File: config.mk
export PLATFORM = sky130hd
export DESIGN_NAME = mux2to1v_arbiter_flat
export DESIGN_NICKNAME = d
export VERILOG_FILES = /design/src/rtl/mux2to1v_arbiter_if.sv /design/src/rtl/mux2to1v_arbiter.sv /design/src/flat_wrapper.sv
export SDC_FILE = /design/constraint.sdc
export NUM_CORES = 1
export LEC_CHECK = 0
export CAP_MARGIN = 20
export CELL_PAD_IN_SITES_DETAIL_PLACEMENT = 0
export CELL_PAD_IN_SITES_GLOBAL_PLACEMENT = 1
export CORE_MARGIN = 2
export CORE_UTILIZATION = 27
export DETAILED_ROUTE_END_ITERATION = 8
export PLACE_DENSITY = 0.88
export RECOVER_POWER = 25
export SLEW_MARGIN = 20
export SYNTH_ARGS = -nofsm -noshare
export SYNTH_HDL_FRONTEND = slang
export SYNTH_SLANG_ARGS = --single-unit
File: constraint.sdc
create_clock -name clk -period 3.2 [get_ports clk]
set_clock_uncertainty 0.2 [all_clocks]
set_input_delay 0.64 -clock clk [delete_from_list [all_inputs] [get_ports clk]]
set_output_delay 0.64 -clock clk [all_outputs]
set_load 0.03 [all_outputs]
File: src/rtl/mux2to1v_arbiter_if.sv
// ----------------------------------------------------------------------------
// mux2to1v_arbiter_if
//
// Bundles the two packet sources (A, B), the downstream consumer handshake
// and the arbiter status outputs of mux2to1v_arbiter.
//
//   a_valid/a_data/a_last : source A beat, a_ready back from the arbiter
//   b_valid/b_data/b_last : source B beat, b_ready back from the arbiter
//   out_valid/out_data/out_last : registered output beat, out_ready from
//                                 the consumer
//   sel   : registered mux select (0 = A, 1 = B)
//   trunc : one-cycle pulse when a grant is cut at the beat limit
//
// Modports:
//   master : the environment side (drives sources and consumer ready)
//   slave  : the arbiter side
// ----------------------------------------------------------------------------
interface mux2to1v_arbiter_if #(
    parameter int WIDTH = 100
);
    logic             a_valid;
    logic [WIDTH-1:0] a_data;
    logic             a_last;
    logic             a_ready;

    logic             b_valid;
    logic [WIDTH-1:0] b_data;
    logic             b_last;
    logic             b_ready;

    logic             out_valid;
    logic [WIDTH-1:0] out_data;
    logic             out_last;
    logic             out_ready;

    logic             sel;
    logic             trunc;

    modport master (
        output a_valid, a_data, a_last,
        output b_valid, b_data, b_last,
        output out_ready,
        input  a_ready, b_ready,
        input  out_valid, out_data, out_last,
        input  sel, trunc
    );

    modport slave (
        input  a_valid, a_data, a_last,
        input  b_valid, b_data, b_last,
        input  out_ready,
        output a_ready, b_ready,
        output out_valid, out_data, out_last,
        output sel, trunc
    );
endinterface

File: src/rtl/mux2to1v_arbiter.sv
// ----------------------------------------------------------------------------
// mux2to1v_arbiter
//
// Round-robin arbiter owning the shared WIDTH-bit 2:1 word mux between two
// packet sources A and B. A grant is locked for a whole packet (until the
// source's last beat, or a forced cut after MAX_BEATS beats). Each accepted
// beat is captured in a one-entry output register with a valid/ready
// handshake towards the consumer.
//
// Ports:
//   clk      : rising-edge clock
//   areset_n : asynchronous active-low reset
//   bus      : mux2to1v_arbiter_if.slave (sources, consumer, sel, trunc)
//
// Parameters:
//   WIDTH     : data word width in bits
//   MAX_BEATS : beats per grant before a forced release (2..255)
// ----------------------------------------------------------------------------
module mux2to1v_arbiter #(
    parameter int WIDTH     = 100,
    parameter int MAX_BEATS = 16
) (
    input  logic                 clk,
    input  logic                 areset_n,
    mux2to1v_arbiter_if.slave    bus
);

    typedef enum logic [1:0] {
        IDLE   = 2'd0,
        BUSY_A = 2'd1,
        BUSY_B = 2'd2
    } state_t;

    // Beat index at which a packet without a last marker is cut.
    localparam logic [7:0] CUT_IDX = 8'(MAX_BEATS - 1);

    state_t           state_reg, state_next;
    logic             sel_reg, sel_next;
    logic             last_b_reg;          // 1: B was the last source served
    logic [7:0]       beat_cnt_reg;
    logic             trunc_reg;
    logic             out_valid_reg;
    logic [WIDTH-1:0] out_data_reg;
    logic             out_last_reg;

    logic [WIDTH-1:0] mux_data;
    logic             mux_valid;
    logic             mux_last;
    logic             busy;
    logic             space;
    logic             accept;
    logic             force_cut;
    logic             end_grant;
    logic             pick_b;

    // ------------------------------------------------------------------
    // Shared word mux, steered by the registered select. While in a BUSY
    // state sel_reg always names the granted source, so the mux output is
    // the granted beat.
    // ------------------------------------------------------------------
    genvar gi;
    generate
        for (gi = 0; gi < WIDTH; gi++) begin : g_word_mux
            assign mux_data[gi] = sel_reg ? bus.b_data[gi] : bus.a_data[gi];
        end
    endgenerate

    assign mux_valid = sel_reg ? bus.b_valid : bus.a_valid;
    assign mux_last  = sel_reg ? bus.b_last  : bus.a_last;

    // The output register can take a new beat when empty or being drained.
    assign busy      = (state_reg != IDLE);
    assign space     = !out_valid_reg || bus.out_ready;
    assign accept    = busy && mux_valid && space;
    assign force_cut = (beat_cnt_reg == CUT_IDX) && !mux_last;
    assign end_grant = accept && (mux_last || force_cut);

    assign bus.a_ready   = (state_reg == BUSY_A) && space;
    assign bus.b_ready   = (state_reg == BUSY_B) && space;
    assign bus.out_valid = out_valid_reg;
    assign bus.out_data  = out_data_reg;
    assign bus.out_last  = out_last_reg;
    assign bus.sel       = sel_reg;
    assign bus.trunc     = trunc_reg;

    // ------------------------------------------------------------------
    // Next-state logic. On a tie the source not served last wins; sel
    // follows the grant on entry to BUSY and holds through IDLE.
    // ------------------------------------------------------------------
    always_comb begin
        state_next = state_reg;
        sel_next   = sel_reg;
        pick_b     = 1'b0;
        case (state_reg)
            IDLE: begin
                if (bus.a_valid || bus.b_valid) begin
                    pick_b     = bus.b_valid && (!bus.a_valid || !last_b_reg);
                    state_next = pick_b ? BUSY_B : BUSY_A;
                    sel_next   = pick_b;
                end
            end
            BUSY_A, BUSY_B: begin
                // Leaving BUSY always passes through one IDLE cycle, which
                // is the arbitration bubble between packets.
                if (end_grant) begin
                    state_next = IDLE;
                end
            end
            default: begin
                state_next = IDLE;
            end
        endcase
    end

    // ------------------------------------------------------------------
    // Control state: FSM, select, round-robin pointer, beat counter, trunc.
    // ------------------------------------------------------------------
    always_ff @(posedge clk or negedge areset_n) begin
        if (!areset_n) begin
            state_reg    <= IDLE;
            sel_reg      <= 1'b0;
            last_b_reg   <= 1'b1;   // A wins the first tie
            beat_cnt_reg <= 8'd0;
            trunc_reg    <= 1'b0;
        end else begin
            state_reg <= state_next;
            sel_reg   <= sel_next;
            trunc_reg <= end_grant && force_cut;
            if (end_grant) begin
                last_b_reg   <= sel_reg;
                beat_cnt_reg <= 8'd0;
            end else if (accept) begin
                beat_cnt_reg <= beat_cnt_reg + 8'd1;
            end
        end
    end

    // ------------------------------------------------------------------
    // One-entry output register. A held beat is never overwritten while
    // the consumer stalls, because accept requires space.
    // ------------------------------------------------------------------
    always_ff @(posedge clk or negedge areset_n) begin
        if (!areset_n) begin
            out_valid_reg <= 1'b0;
            out_data_reg  <= '0;
            out_last_reg  <= 1'b0;
        end else begin
            if (accept) begin
                out_valid_reg <= 1'b1;
                out_data_reg  <= mux_data;
                out_last_reg  <= mux_last || force_cut;
            end else if (bus.out_ready) begin
                out_valid_reg <= 1'b0;
            end
        end
    end

endmodule
File: src/flat_wrapper.sv
// flat-port wrapper written by rule: the top's interface ports become plain ports
module mux2to1v_arbiter_flat 
#(
    parameter int WIDTH     = 100,
    parameter int MAX_BEATS = 16
)
  (clk, areset_n, bus_a_valid, bus_a_data, bus_a_last, bus_b_valid, bus_b_data, bus_b_last, bus_out_ready, bus_a_ready, bus_b_ready, bus_out_valid, bus_out_data, bus_out_last, bus_sel, bus_trunc);
  mux2to1v_arbiter_if #(.WIDTH(WIDTH)) bus_i ();
  input  logic clk;
  input  logic areset_n;
  input wire logic [$bits(bus_i.a_valid)-1:0] bus_a_valid;
  input wire logic [$bits(bus_i.a_data)-1:0] bus_a_data;
  input wire logic [$bits(bus_i.a_last)-1:0] bus_a_last;
  input wire logic [$bits(bus_i.b_valid)-1:0] bus_b_valid;
  input wire logic [$bits(bus_i.b_data)-1:0] bus_b_data;
  input wire logic [$bits(bus_i.b_last)-1:0] bus_b_last;
  input wire logic [$bits(bus_i.out_ready)-1:0] bus_out_ready;
  output wire logic [$bits(bus_i.a_ready)-1:0] bus_a_ready;
  output wire logic [$bits(bus_i.b_ready)-1:0] bus_b_ready;
  output wire logic [$bits(bus_i.out_valid)-1:0] bus_out_valid;
  output wire logic [$bits(bus_i.out_data)-1:0] bus_out_data;
  output wire logic [$bits(bus_i.out_last)-1:0] bus_out_last;
  output wire logic [$bits(bus_i.sel)-1:0] bus_sel;
  output wire logic [$bits(bus_i.trunc)-1:0] bus_trunc;
  assign bus_i.a_valid = bus_a_valid;
  assign bus_i.a_data = bus_a_data;
  assign bus_i.a_last = bus_a_last;
  assign bus_i.b_valid = bus_b_valid;
  assign bus_i.b_data = bus_b_data;
  assign bus_i.b_last = bus_b_last;
  assign bus_i.out_ready = bus_out_ready;
  assign bus_a_ready = bus_i.a_ready;
  assign bus_b_ready = bus_i.b_ready;
  assign bus_out_valid = bus_i.out_valid;
  assign bus_out_data = bus_i.out_data;
  assign bus_out_last = bus_i.out_last;
  assign bus_sel = bus_i.sel;
  assign bus_trunc = bus_i.trunc;
  mux2to1v_arbiter #(.WIDTH(WIDTH), .MAX_BEATS(MAX_BEATS)) u_core (.clk(clk), .areset_n(areset_n), .bus(bus_i));
endmodule
==> results.txt <==
----------------------------------------------------
[Global route]
  Final global-route overflow total ... 0
  First-pass GRT wire length ... 23400 um
  Maximum number of pins on one net before global-route repair ... 103
  All-Layer GR Usage ... approximately 14%
  Antenna violations before repair ... 0
  Via count of the first global-routing pass ... 4588

[Critical path]
  Worst reg2reg endpoint ... u_core.beat_cnt_reg[6]
  Reg2Reg Depth ... 5
  Kind of end point of the critical path ... output pin
  Startpoint types ... primary input
  Startpoint of the worst register-to-register path ... u_core.state_reg[0]
  Arrival time at the worst endpoint ... 2.10 ns
  Cell Chain, Critical Path ... clkdlybuf4s50_1, nand2b_1, and2_1, clkdlybuf4s50_1
  Worst setup path category ... primary input to output pin
  Maximum fanout encountered on the critical timing path ... 3
  Critical path's most frequent cell ... sky130_fd_sc_hd__clkdlybuf4s50_1
  Crit path max-delay family ... buffers and inverters
  Master of the slowest instance on the critical path ... sky130_fd_sc_hd__clkdlybuf4s50_1
  Critical Path RT ... between 2 and 2.5 ns
  R2r setup slk ... 0.94 ns
  Largest stage delay, worst path ... 0.67 ns
  Crit path buffers/inverters ... 2

[Yosys]
  Post-Syn Instances ... 514
  Most numerous cell types in the synthesized netlist ... sky130_fd_sc_hd__dfrtp_1, sky130_fd_sc_hd__nand2_1, sky130_fd_sc_hd__o21ai_0, sky130_fd_sc_hd__mux2i_1, sky130_fd_sc_hd__clkbuf_1
  Number of synthesized register bits ... 115
  Yosys warns ... 0
  Total standard cell area after synthesis ... 5310 um2
  Synthesized area divided by synthesized cell count ... 10.3 um2
  Sequential cell area fraction in the yosys report ... 54.2%
  Number of enable-type register cells in the synthesized netlist ... 0
  Share of the synthesized area in the top cell type ... 53.7%
  Number of distinct library cells after synthesis ... 33
  Primary FF master, synth ... sky130_fd_sc_hd__dfrtp_1
  Most numerous cell in the Yosys netlist ... sky130_fd_sc_hd__dfrtp_1
  Share of synthesized flip-flops with an asynchronous set or reset ... 100%
  Post-Syn Nets ... 725
  Cell types with the largest area share after synthesis ... sky130_fd_sc_hd__dfrtp_1, sky130_fd_sc_hd__mux2i_1, sky130_fd_sc_hd__o21ai_0
  Cell taking the most area after synthesis ... sky130_fd_sc_hd__dfrtp_1

[Clock tree]
  Clk sinks ... 115
  TritonCTS clock tree ... built
  CTS H-Tree Depth ... 4
  Maximum buffer depth of the clock tree ... 2
  Root buffer cell ... sky130_fd_sc_hd__clkbuf_16
  CTS buffer count ... 17
  Insertion delay of the later-clocked pin in the worst-skew pair ... about 0.4 ns
  CTS clock-pin slew for the worst setup and hold paths ... 0.05 ns

[Power and ir drop]
  Relative contribution of the clock network to total power ... about a fifth
  Pint ... 5.28 mW
  Switch Pwr ... 3.75 mW
  Proportion of power drawn by flip-flops and latches ... 27.7%
  Final Power ... 9.03 mW
  Gate power share ... 53.2%
  Power density over the cells ... 973 nW/um2
  Share of total power consumed by net switching ... 41.6%
  Leak ... between 4 and 5 nW
  Maximum vdd drop ... 0.616 mV

[STA]
  Smallest hold slack ... 0.274 ns
  Minimum clock period ... slightly below 3 ns
  Unrepaired setup endpoints after global routing ... no
  Relative max-transition margin ... -26.6%
  Final Worst Setup Slack ... 0.262 ns
  Transition at the pin with the smallest max-transition slack ... 1.90 ns
  Final hold vios ... 0
  Setup violation total in the final timing report ... 0
  Fin. max-slew vios ... 34
  Setup TNS after final layout ... 0 ns
  Part of the cycle the worst path needs ... 91.8%
  Maximum frequency from static timing analysis ... ~0.34 GHz

[Placement]
  Number of cells after detailed placement ... roughly 1100
  GP Congestion ... 0.719
  Hpwl dp ... 11400 um
  Number of buffer cells added on primary ports ... 312
  Pre-CTS setup slack ... 0.228 ns

[Drt]
  Detail-routed via count per cell ... 4.32
  Wire length on met2 ... 7280 um
  Post-Route WL ... about 15000 um
  Wire length on met3 ... 1480 um
  Count of nets left with antenna violations after detail routing ... 0
  Violation count after the first detailed-route iteration ... 149
  Top sig layer ... met4
  Via count of the routed design ... 4731
  Routed met1 length ... 6200 um
  Residual DRC ... 0
  First-pass iteration count of the detailed router ... 6
  Routed len/inst ... 13.8 um

[Hold path]
  Number of cells on the worst hold path ... 2
  Hold path endpoint ... u_core.bus.out_data[68]
  Launch instance of the worst min-delay path ... u_core.bus.out_data[68]
  Worst hold-check path type ... flop to flop

[Status]
  Outcome ... finished, violations left
  Failing checks ... max-capacitance violations, max-slew violations

[Cells and area]
  Synth-to-Final Area Change ... 74.5%
  Fraction of layout instances using a drive strength above 1 ... ~5.2%
  Fillers ... 1869
  Final cell count without fillers ... 1096
  Number of nets at the end of the flow ... 1029
  Flip-flop count of the largest register, all copies and words added ... 100
  Antenna cells ... 0

[Die]
  Effective utilization at floorplan ... approximately 27%
  Area of the core ... 19400 um2
  Die ar. ... 20800 um2
  Cell Rows ... between 50 and 60
  Die Width ... 144 um
  Overall die height ... 144 um
  Number of primary I/O pins ... 313

[Run]
  Maximum capacitance violations ... 1

----------------------------------------------------
-- worst register-to-register path, cell delays in order (launching register included) --
cell	delay (ns)
sky130_fd_sc_hd__dfrtp_1	0.39
sky130_fd_sc_hd__inv_1	0.08
sky130_fd_sc_hd__ha_1	0.31
sky130_fd_sc_hd__or3_4	0.52
sky130_fd_sc_hd__or4_1	0.53
sky130_fd_sc_hd__a21oi_1	0.16
-- routing by layer --
layer / vias up / track usage [%]
met5: - / 0
met4: 0 / 4.80
met3: 17 / 5.26
met2: 203 / 23.7
met1: 2112 / 17.6
li1: 2399 / -
-- per-stage QoR --
stage / util [%] / area (um2)
final: 47.8 / 9280
after global placement: 45.0 / 8730
after CTS: 47.8 / 9280
after global routing: 47.8 / 9280
after floorplan: - / 5310
after detailed placement: 45.0 / 8730
-- worst max-delay path by stage --
stage	endpoint	depth (start not counted)	startpoint
after global placement	bus_b_ready	4	bus_out_ready
after floorplan	u_core.beat_cnt_reg[5]	8	u_core.state_reg[0]
after CTS	bus_a_ready	4	bus_out_ready
final	bus_a_ready	4	bus_out_ready
after detailed placement	bus_a_ready	4	bus_out_ready
after global routing	u_core.bus.out_data[8]	3	areset_n
-- power groups by stage --
| stage | Sequential (mW) | Clock, mW | Combinational, mW |
|---|---|---|---|
| 2_1_floorplan | 3.71 | 0 | 1.67 |
| 3_3_place_gp | 2.49 | 0 | 4.83 |
| 3_5_place_dp | 2.52 | 0 | 4.87 |
| 4_1_cts | 2.51 | 1.78 | 4.87 |
| 5_1_grt | 2.59 | 1.84 | 5.20 |
| 6_report | 2.50 | 1.73 | 4.80 |
-- cells in the final DEF, fill, tap and decap left out, types with 4 or more instances in the layout --
cell,count
sky130_fd_sc_hd__a21oi_1,4
sky130_fd_sc_hd__buf_12,4
sky130_fd_sc_hd__clkbuf_1,4
sky130_fd_sc_hd__clkbuf_16,17
sky130_fd_sc_hd__clkdlybuf4s50_1,310
sky130_fd_sc_hd__clkinv_2,7
sky130_fd_sc_hd__dfrtp_1,113
sky130_fd_sc_hd__ha_1,4
sky130_fd_sc_hd__mux2i_1,101
sky130_fd_sc_hd__nand2_1,108
sky130_fd_sc_hd__nand3_1,4
sky130_fd_sc_hd__nor2_1,4
sky130_fd_sc_hd__o21ai_0,104
sky130_fd_sc_hd__or4_1,4
-- logic make-up (layout without fill, tap and decap cells) --
family          Yosys count  after routing  synth area share [%]
compound gates          118            118                  11.7
xor+xnor                  2              2                 0.330
fa+ha+maj                 4              4                 0.942
buf+inv                  39            356                  3.06
flops                   115            115                  54.2
mux                     103            103                  19.4
simple gates            133            133                  10.4
-- area by class of cell --
type                            count  area, um2  area share, %
Clock buffer                       21        450           4.86
Clock inverter                     11       87.6          0.944
Inverter                            3       11.3          0.121
Multi-Input combinational cell    360       2280           24.6
Sequential cell                   115       2880           31.1
Tap cell                          265        332           3.57
Timing Repair Buffer              321       3230           34.9
-- what timing repair did --
action / in CTS / in global routing
setup buffers: 0 / 0
hold buffers: 1 / 0
gates resized for setup: 0 / 0
hold endpoints to repair: 27 / 0
(Power assumes the default switching activity.)
